[src/rtl/reg_writeback_queue.sv]
// ============================================================================
// reg_writeback_queue
// ----------------------------------------------------------------------------
// The write-side producer for the 4 x 8-bit general register file (AX..DX).
// Register-write requests arrive from the execute stage over a valid/ready
// handshake. They are held in an in-order FIFO and drained at most one per
// cycle into a registered output stage. That stage drives the register file's
// one-hot write enables and its broadcast write data. Readers can see
// in-flight data through the pending flags and the forwarding lookup.
//
// Ports
//   clk           in   clock, all state on rising edge
//   rst_n         in   asynchronous reset, active-low
//   req_valid_i   in   write request valid
//   req_ready_o   out  queue can accept (!full, 0 while in reset)
//   req_addr_i    in   target register (0=AX 1=BX 2=CX 3=DX)
//   req_data_i    in   data to write
//   drain_en_i    in   register file write port available this cycle
//   flush_i       in   synchronous discard of all queued entries
//   wr_en_o       out  registered one-hot write enable, bit i -> register i
//   wr_data_o     out  registered write data, broadcast to all registers
//   pending_o     out  bit i: a queued or output-stage write targets reg i
//   fwd_addr_i    in   forwarding lookup address
//   fwd_hit_o     out  an in-flight write to fwd_addr_i exists
//   fwd_data_o    out  data of the youngest such write, 0 when no hit
//   count_o       out  FIFO occupancy, output stage excluded
// ============================================================================
module reg_writeback_queue #(
    parameter int DATA_W = 8,
    parameter int ADDR_W = 2,
    parameter int DEPTH  = 4,
    localparam int NREG  = 2 ** ADDR_W,
    localparam int PTR_W = $clog2(DEPTH),
    localparam int CNT_W = $clog2(DEPTH + 1)
) (
    input  logic              clk,
    input  logic              rst_n,
    input  logic              req_valid_i,
    output logic              req_ready_o,
    input  logic [ADDR_W-1:0] req_addr_i,
    input  logic [DATA_W-1:0] req_data_i,
    input  logic              drain_en_i,
    input  logic              flush_i,
    output logic [NREG-1:0]   wr_en_o,
    output logic [DATA_W-1:0] wr_data_o,
    output logic [NREG-1:0]   pending_o,
    input  logic [ADDR_W-1:0] fwd_addr_i,
    output logic              fwd_hit_o,
    output logic [DATA_W-1:0] fwd_data_o,
    output logic [CNT_W-1:0]  count_o
);

    // FIFO storage. Storage is not reset: only entries inside the
    // [head, head+count) window are ever read.
    logic [ADDR_W-1:0] addr_mem [DEPTH];
    logic [DATA_W-1:0] data_mem [DEPTH];

    logic [PTR_W-1:0]  head_q, head_d;
    logic [PTR_W-1:0]  tail_q, tail_d;
    logic [CNT_W-1:0]  count_q, count_d;
    logic [NREG-1:0]   wr_en_q, wr_en_d;
    logic [DATA_W-1:0] wr_data_q, wr_data_d;

    logic full, empty, push, pop;

    assign full  = (count_q == CNT_W'(DEPTH));
    assign empty = (count_q == '0);

    // Ready reflects the current occupancy only; a pop in the same cycle
    // does not open a slot early. Ready is gated by rst_n so it reads 0
    // while reset is held.
    assign req_ready_o = rst_n && !full;
    assign push        = req_valid_i && req_ready_o && !flush_i;
    assign pop         = drain_en_i && !empty && !flush_i;

    always_comb begin
        head_d    = head_q;
        tail_d    = tail_q;
        count_d   = count_q;
        wr_en_d   = '0;
        wr_data_d = wr_data_q;
        if (flush_i) begin
            head_d  = '0;
            tail_d  = '0;
            count_d = '0;
        end else begin
            if (push) begin
                tail_d = tail_q + PTR_W'(1);
            end
            if (pop) begin
                head_d    = head_q + PTR_W'(1);
                wr_en_d   = NREG'(1) << addr_mem[head_q];
                wr_data_d = data_mem[head_q];
            end
            if (push && !pop) begin
                count_d = count_q + CNT_W'(1);
            end else if (pop && !push) begin
                count_d = count_q - CNT_W'(1);
            end
        end
    end

    always_ff @(posedge clk or negedge rst_n) begin
        if (!rst_n) begin
            head_q    <= '0;
            tail_q    <= '0;
            count_q   <= '0;
            wr_en_q   <= '0;
            wr_data_q <= '0;
        end else begin
            head_q    <= head_d;
            tail_q    <= tail_d;
            count_q   <= count_d;
            wr_en_q   <= wr_en_d;
            wr_data_q <= wr_data_d;
        end
    end

    always_ff @(posedge clk) begin
        if (push) begin
            addr_mem[tail_q] <= req_addr_i;
            data_mem[tail_q] <= req_data_i;
        end
    end

    // Entries are viewed in age order: slot 0 is the head (oldest) and
    // slot count-1 is the youngest.
    logic              ent_valid [DEPTH];
    logic [ADDR_W-1:0] ent_addr  [DEPTH];
    logic [DATA_W-1:0] ent_data  [DEPTH];
    logic [NREG-1:0]   ent_mask  [DEPTH];

    for (genvar gi = 0; gi < DEPTH; gi++) begin : g_age
        assign ent_valid[gi] = (CNT_W'(gi) < count_q);
        assign ent_addr[gi]  = addr_mem[head_q + PTR_W'(gi)];
        assign ent_data[gi]  = data_mem[head_q + PTR_W'(gi)];
        assign ent_mask[gi]  = ent_valid[gi] ? (NREG'(1) << ent_addr[gi]) : '0;
    end

    always_comb begin
        pending_o = wr_en_q;
        for (int k = 0; k < DEPTH; k++) begin
            pending_o = pending_o | ent_mask[k];
        end
    end

    // Walk from the oldest source to the youngest, so that each later match
    // overrides an earlier one. The output stage is older than every FIFO
    // entry, and the youngest matching write wins.
    always_comb begin
        fwd_hit_o  = 1'b0;
        fwd_data_o = '0;
        if (wr_en_q[fwd_addr_i]) begin
            fwd_hit_o  = 1'b1;
            fwd_data_o = wr_data_q;
        end
        for (int k = 0; k < DEPTH; k++) begin
            if (ent_valid[k] && ent_addr[k] == fwd_addr_i) begin
                fwd_hit_o  = 1'b1;
                fwd_data_o = ent_data[k];
            end
        end
    end

    assign wr_en_o   = wr_en_q;
    assign wr_data_o = wr_data_q;
    assign count_o   = count_q;

endmodule
[config.mk]
export PLATFORM = sky130hd
export DESIGN_NAME = reg_writeback_queue
export DESIGN_NICKNAME = d
export VERILOG_FILES = /design/src/rtl/reg_writeback_queue.sv
export SDC_FILE = /design/constraint.sdc
export NUM_CORES = 1
export LEC_CHECK = 0
export ABC_CLOCK_PERIOD_IN_PS = 4000
export CORE_ASPECT_RATIO = 0.9
export CORE_MARGIN = 4
export CORE_UTILIZATION = 35
export CTS_BUF_LIST = sky130_fd_sc_hd__clkbuf_4
export CTS_CLUSTER_SIZE = 40
export DETAILED_ROUTE_END_ITERATION = 10
export GPL_TIMING_DRIVEN = 1
export PLACE_DENSITY = 0.51
export SETUP_SLACK_MARGIN = 0.05
export SLEW_MARGIN = 20
export SYNTH_ARGS = -nofsm -noshare
export SYNTH_HDL_FRONTEND = slang
export SYNTH_SLANG_ARGS = --single-unit
[constraint.sdc]
create_clock -name clk -period 4 [get_ports clk]
set_input_delay 0.8 -clock clk [delete_from_list [all_inputs] [get_ports clk]]
set_output_delay 0.8 -clock clk [all_outputs]
set_load 0.1 [all_outputs]
==> metrics.md, run 1 <==
| Metric | Value |
|---|---|
| Clock buffer depth | `2` |
| R2r setup slk | `around 1.5 ns` |
| DP Wirelength | `about 7000 um` |
| R2R Path End | `data_mem[2][7]` |
| GRT Total Usage | `between 15 and 20%` |
| Clock Tree Root | `clkbuf_4` |
| Worst EP arrival | `about 3.0 ns` |
| Worst-Skew Late Latency | `between 0.4 and 0.5 ns` |
| Routed vias | `around 2900` |
| Buffers on Ports | `45` |
| Num CTS Buffers | `9` |
| Ant diodes | `0` |
| CP Class | `flip-flop to primary output` |
| Tcrit/Tclk final | `approximately 95%` |
| Yosys cell types | `44` |
| Starting Density | `a little over a third` |
| H-tree depth | `3` |
| Critical R2R Launch | `count_o[0]` |
| First-pass GRT wire length | `around 15000 um` |
| Core footprint | `approximately 0.010 mm^2` |
| Worst-path fanout max | `8` |
| Synth warnings | `0` |
| Critical-path cell list | `buf_12, mux4_2, xor2_2, o31a_1, a221o_1, a32o_2, buf_12` |
| RSZ-0062 raised after global routing | `false` |
| CP startpoint kind | `flip-flop` |
| Synthesized instance count | `approximately 340` |
| Initial DRC count | `between 100 and 150` |
| TritonCTS clock tree | `done` |
| Slowest-stage cell, CP | `mux4_2` |
| Most frequent cell on the critical path | `buf_12` |
| Status | `complete, no violations` |
| Mapped Area | `0.00384 mm^2` |
| DRT Wirelength | `9510 um` |
| Via density | `5.45` |
| Nets | `approximately 420` |
| Share of post-route cells with drive strength above 1 | `approximately a quarter` |
| Antenna violations before repair | `0` |
| CTS sink count | `59` |
| DR WL/cell | `approximately 18 um` |
| Normalized max-slew margin | `between 30% and 40%` |
| Rows | `35` |
| First-pass DRT Iterations | `4` |
| Max Clock Freq | `about 260 MHz` |
| Family with the most delay on the worst path | `compound AO/OA/AOI/OAI gates` |
| Critical Path Start | `head_q[0]` |
| Asr flop ratio synth | `roughly 32%` |
| Total grt overflow | `0` |
| Post-synthesis register bit count | `59` |
| Vias in the first global route | `between 2000 and 3000` |
| Sequential element share of the synthesized area | `43.7%` |
| Final min period | `approximately 3.8 ns` |
| CP Depth | `7` |
| Final Hold Viols | `0` |
| Residual DRC | `0` |
| Final ANT Viol Nets | `0` |
| Highest cell delay on the worst timing path | `0.61 ns` |
| Main synth FF type | `edfxtp_1` |
| Ports | `between 40 and 50` |
| Setup TNS | `0 ns` |
| Finish-stage setup viols | `0` |
| Number of enable flip-flop cells after synthesis | `40` |
| Chip height | `~110 um` |
| Largest net degree at the start of global routing | `between 40 and 50` |
| Worst-path clk slew | `about 0.12 ns` |
| Critical Path Sink | `fwd_data_o[1]` |
| Die X | `around 120 um` |
| Synth Area per Inst | `between 10 and 15 um^2` |
| Fin Clk Skew | `~0.012 ns` |
| MaxCap Viol Count | `0` |
| Area grow syn2layout | `23.6%` |
| Worst Max-Slew Pin Slew | `0.976 ns` |
| Placer Congestion | `0.842` |
| Leading cell type in the layout, fill and taps excluded | `edfxtp_1` |
| Worst Path Buf+Inv | `2` |
| Die area | `roughly 0.013 mm^2` |
| Pins Over Slew Limit | `0` |
| R2R cell count | `7` |
| Syn nets | `between 300 and 400` |
| Hold Path Class | `flip-flop to flip-flop` |
| CP Data Required Time | `3.20 ns` |
| Commonest non-fill, non-tap cells in the layout | `edfxtp_1, nor2_1, mux2_2` |
| Crit path capture type | `primary output` |
| Fillers | `between 900 and 1000` |
## metrics by stage
step,utilization [%],cell area (um^2),hold WS [ns],std cells,setup slack (ns)
global placement,43.7,4570,0.526,507,0.232
global route,45.3,4740,0.576,528,0.0772
detailed placement,43.7,4570,0.532,507,0.185
CTS,44.9,4700,0.559,523,0.0937
floorplan,-,3850,0.504,344,0.112
finish,45.3,4740,0.553,528,0.208
## flip-flops by register name, indices dropped and copies added (netlist names)
signal and cells:
addr_mem 8, count_o 3, data_mem 32, head_q 2, tail_q 2, wr_data_o 8
wr_en_o 4
## synthesized netlist by cell type, types with 9 or more instances
| cell | count | area share (%) |
|---|---|---|
| o311ai_0 | 16 | 3.7 |
| dfrtp_1 | 19 | 12 |
| mux2i_1 | 21 | 5.5 |
| xnor2_1 | 10 | 2.3 |
| clkbuf_1 | 14 | 1.4 |
| o21ai_0 | 12 | 1.6 |
| o211ai_1 | 16 | 3.1 |
| mux2_2 | 33 | 9.7 |
| edfxtp_1 | 40 | 31 |
| nor2_1 | 37 | 3.6 |
| nand2_1 | 28 | 2.7 |
| inv_1 | 9 | 0.88 |
## logic make-up (layout without fill, tap and decap cells)
family	count (synthesis)	in the layout	share of synthesized area [%]
buf+inv	34	89	4.08
flops	59	59	43.7
xor+xnor	13	13	3.16
fa+ha+maj	9	9	2.87
mux	62	62	20.2
compound gates	75	75	15.4
simple gates	92	92	10.7
## final cells by class
cell class	count	area, um^2	share of cell area [%]
tap	129	161	3.40
timing repair buffer	64	733	15.5
clock inverter	7	53.8	1.13
clock buffer	9	67.6	1.42
sequential	59	1680	35.4
inverter	9	33.8	0.712
multi-input combinational	251	2010	42.5
## metal layers
| metal | wire (um) | up-vias | GRT usage (%) |
|---|---|---|---|
| li1 | - | 1429 | - |
| met1 | 5300 | 1366 | 24.9 |
| met2 | 3700 | 80 | 19.6 |
| met3 | 467 | 2 | 4.15 |
| met4 | 47 | 0 | 3.23 |
| met5 | 0 | - | 0 |
## worst min-delay path by stage
| stage | cells after the start | start | end |
|---|---|---|---|
| 3_5_place_dp | 1 | wr_data_o[6] | wr_data_o[6] |
| 3_3_place_gp | 1 | wr_data_o[7] | wr_data_o[7] |
| 2_1_floorplan | 0 | rst_n | count_o[0] |
| 5_1_grt | 1 | wr_data_o[4] | wr_data_o[4] |
| 4_1_cts | 1 | wr_data_o[7] | wr_data_o[7] |
| 6_report | 1 | wr_data_o[1] | wr_data_o[1] |
## repair_timing
item,CTS,global route
hold buffers,0,0
endpoints found under the setup margin,8,8
resized for setup,1,2
pin swaps,0,0
cloned,0,0
buffers inserted,0,5
Power of run 1 is not shown: default switching activity piles up to over one toggle a cycle in this logic, so the estimate is an artifact.
==> run 2, diff against run 1 <==
--- a/config.mk
+++ b/config.mk
@@ -12,9 +12,11 @@
 export CTS_BUF_LIST = sky130_fd_sc_hd__clkbuf_4
 export CTS_CLUSTER_SIZE = 40
 export DETAILED_ROUTE_END_ITERATION = 10
+export DONT_BUFFER_PORTS = 1
 export GPL_TIMING_DRIVEN = 1
-export PLACE_DENSITY = 0.51
+export PLACE_DENSITY = 0.46
 export SETUP_SLACK_MARGIN = 0.05
+export SKIP_LAST_GASP = 1
 export SLEW_MARGIN = 20
 export SYNTH_ARGS = -nofsm -noshare
 export SYNTH_HDL_FRONTEND = slang
==> metrics.md, run 2 (synthesized netlist as in run 1, its figures left out) <==
| Metric | Value |
|---|---|
| Routed vias | `2801 (was 2877)` |
| Max Clock Freq | `259 MHz (was 264 MHz)` |
| Hold Path Class | `input port to async pin (was flip-flop to flip-flop)` |
| Die area | `0.0127 mm^2 (unchanged)` |
| Normalized max-slew margin | `37.9% (was 34.7%)` |
| Worst-Skew Late Latency | `0.41 ns (about the same)` |
| Starting Density | `36.7% (unchanged)` |
| Largest net degree at the start of global routing | `41 (unchanged)` |
| Finish-stage setup viols | `0 (unchanged)` |
| Area grow syn2layout | `14.1% (was 23.6%)` |
| Highest cell delay on the worst timing path | `0.60 ns (was 0.61 ns)` |
| Critical-path cell list | `buf_12, mux4_2, xor2_1, o31a_1, a221o_1, a32o_2, buf_4 (was buf_12, mux4_2, xor2_2, o31a_1, a221o_1, a32o_2, buf_12)` |
| GRT Total Usage | `15.1% (was 15.3%)` |
| Final ANT Viol Nets | `0 (unchanged)` |
| Via density | `5.60 (was 5.45)` |
| Total grt overflow | `0 (unchanged)` |
| Pins Over Slew Limit | `0 (unchanged)` |
| RSZ-0062 raised after global routing | `false (unchanged)` |
| Chip height | `107 um (unchanged)` |
| Core footprint | `0.0105 mm^2 (unchanged)` |
| Worst EP arrival | `3.05 ns (was 2.99 ns)` |
| Placer Congestion | `0.807 (was 0.842)` |
| Fin Clk Skew | `0.0225 ns (was 0.0119 ns)` |
| Clock buffer depth | `2 (unchanged)` |
| CP startpoint kind | `flip-flop (unchanged)` |
| Most flops, register | `data_mem (unchanged)` |
| CP Depth | `7 (unchanged)` |
| Family with the most delay on the worst path | `compound AO/OA/AOI/OAI gates (unchanged)` |
| Share of post-route cells with drive strength above 1 | `29.4% (was 26.1%)` |
| Ports | `46 (unchanged)` |
| Crit path capture type | `primary output (unchanged)` |
| Num CTS Buffers | `9 (unchanged)` |
| Buffers on Ports | `0 (was 45)` |
| Ant diodes | `0 (unchanged)` |
| Final min period | `3.85 ns (was 3.79 ns)` |
| Initial DRC count | `299 (was 136)` |
| Clock Tree Root | `clkbuf_4 (unchanged)` |
| First-pass GRT wire length | `15100 um (was 15300 um)` |
| CP Data Required Time | `3.20 ns (about the same)` |
| Worst-path fanout max | `8 (unchanged)` |
| Status | `complete, no violations (unchanged)` |
| DRT Wirelength | `9580 um (was 9510 um)` |
| CTS sink count | `59 (unchanged)` |
| H-tree depth | `3 (unchanged)` |
| R2R cell count | `7 (unchanged)` |
| Residual DRC | `0 (unchanged)` |
| DP Wirelength | `7060 um (was 7130 um)` |
| Die X | `118 um (unchanged)` |
| Commonest non-fill, non-tap cells in the layout | `edfxtp_1, nor2_1, mux2_2 (unchanged)` |
| DR WL/cell | `19.2 um (was 18.0 um)` |
| Antenna violations before repair | `0 (unchanged)` |
| TritonCTS clock tree | `done (unchanged)` |
| Setup TNS | `0 ns (unchanged)` |
| Worst Path Buf+Inv | `2 (unchanged)` |
| Vias in the first global route | `2580 (was 2732)` |
| CP Class | `flip-flop to primary output (unchanged)` |
| Nets | `391 (was 419)` |
| Tcrit/Tclk final | `96.3% (was 94.8%)` |
| MaxCap Viol Count | `0 (unchanged)` |
| First-pass DRT Iterations | `5 (was 4)` |
| Worst Max-Slew Pin Slew | `0.932 ns (was 0.976 ns)` |
| Rows | `35 (unchanged)` |
| Final Hold Viols | `0 (unchanged)` |
| Worst-case hold slack | `0.0534 ns (was 0.553 ns)` |
| Leading cell type in the layout, fill and taps excluded | `edfxtp_1 (unchanged)` |
| Slowest-stage cell, CP | `mux4_2 (unchanged)` |
| Max FFs per register | `32 (unchanged)` |
| Worst-path clk slew | `0.14 ns (was 0.12 ns)` |
[run 2: cell count changes in the layout (fill, tap and decap cells not counted), sizes merged, moves of 2 or more]
cell and change:
inv +3, clkinv -5, clkdlybuf4s50 -30, buf +2
[run 2: area by class of cell]
type | count | area (um^2)
Fill cell | 968 | 6090
Multi-Input combinational cell | 251 | 2050
Timing Repair Buffer | 36 | 305
Inverter | 9 | 33.8
Clock buffer | 9 | 67.6
Tap cell | 129 | 161
Clock inverter | 7 | 83.8
Sequential cell | 59 | 1680
[run 2: worst paths after layout]
check                            from  slack (ns)             end
setup / recovery            head_q[0]        0.15   fwd_data_o[2]
hold / removal                  rst_n        0.05    wr_data_o[7]
setup reg to reg           count_o[0]        1.28  data_mem[3][0]
hold reg to reg             tail_q[1]        0.61       tail_q[1]
max in group asynchronous       rst_n        3.84       head_q[1]
min in group clk              flush_i        0.42       head_q[0]
[run 2: through the flow]
step | instances | worst slack (ns) | cell area, um^2 | util, %
floorplan | 344 | 0.112 | 3850 | -
global placement | 478 | 0.368 | 4140 | 39.6
detailed placement | 478 | 0.280 | 4140 | 39.6
CTS | 495 | 0.0501 | 4310 | 41.2
global route | 500 | 0.0299 | 4380 | 41.8
finish | 500 | 0.146 | 4380 | 41.8
[run 2: worst reg2reg max path, cell delays in order (launching register included)]
cell	delay, ns
dfrtp_1	0.53
inv_1	0.14
ha_1	0.26
a21boi_2	0.12
buf_4	0.31
nand2_1	0.28
nor2_1	0.22
and2_1	0.50
[run 2: routing by layer]
metal	track usage, %	part of all wire [%]	vias up
met4	3.31	0.39	0
met5	0	0	-
li1	-	-	1380
met2	18.2	37	87
met1	24.9	56	1332
met3	5.15	6.6	2
[run 2: repair_timing]
item	4_1_cts	5_1_grt
hold buffers	0	0
gates resized for setup	3	11
buffers inserted	1	5
endpoints found under the setup margin	8	8
Power of run 2 is left out for the same reason.
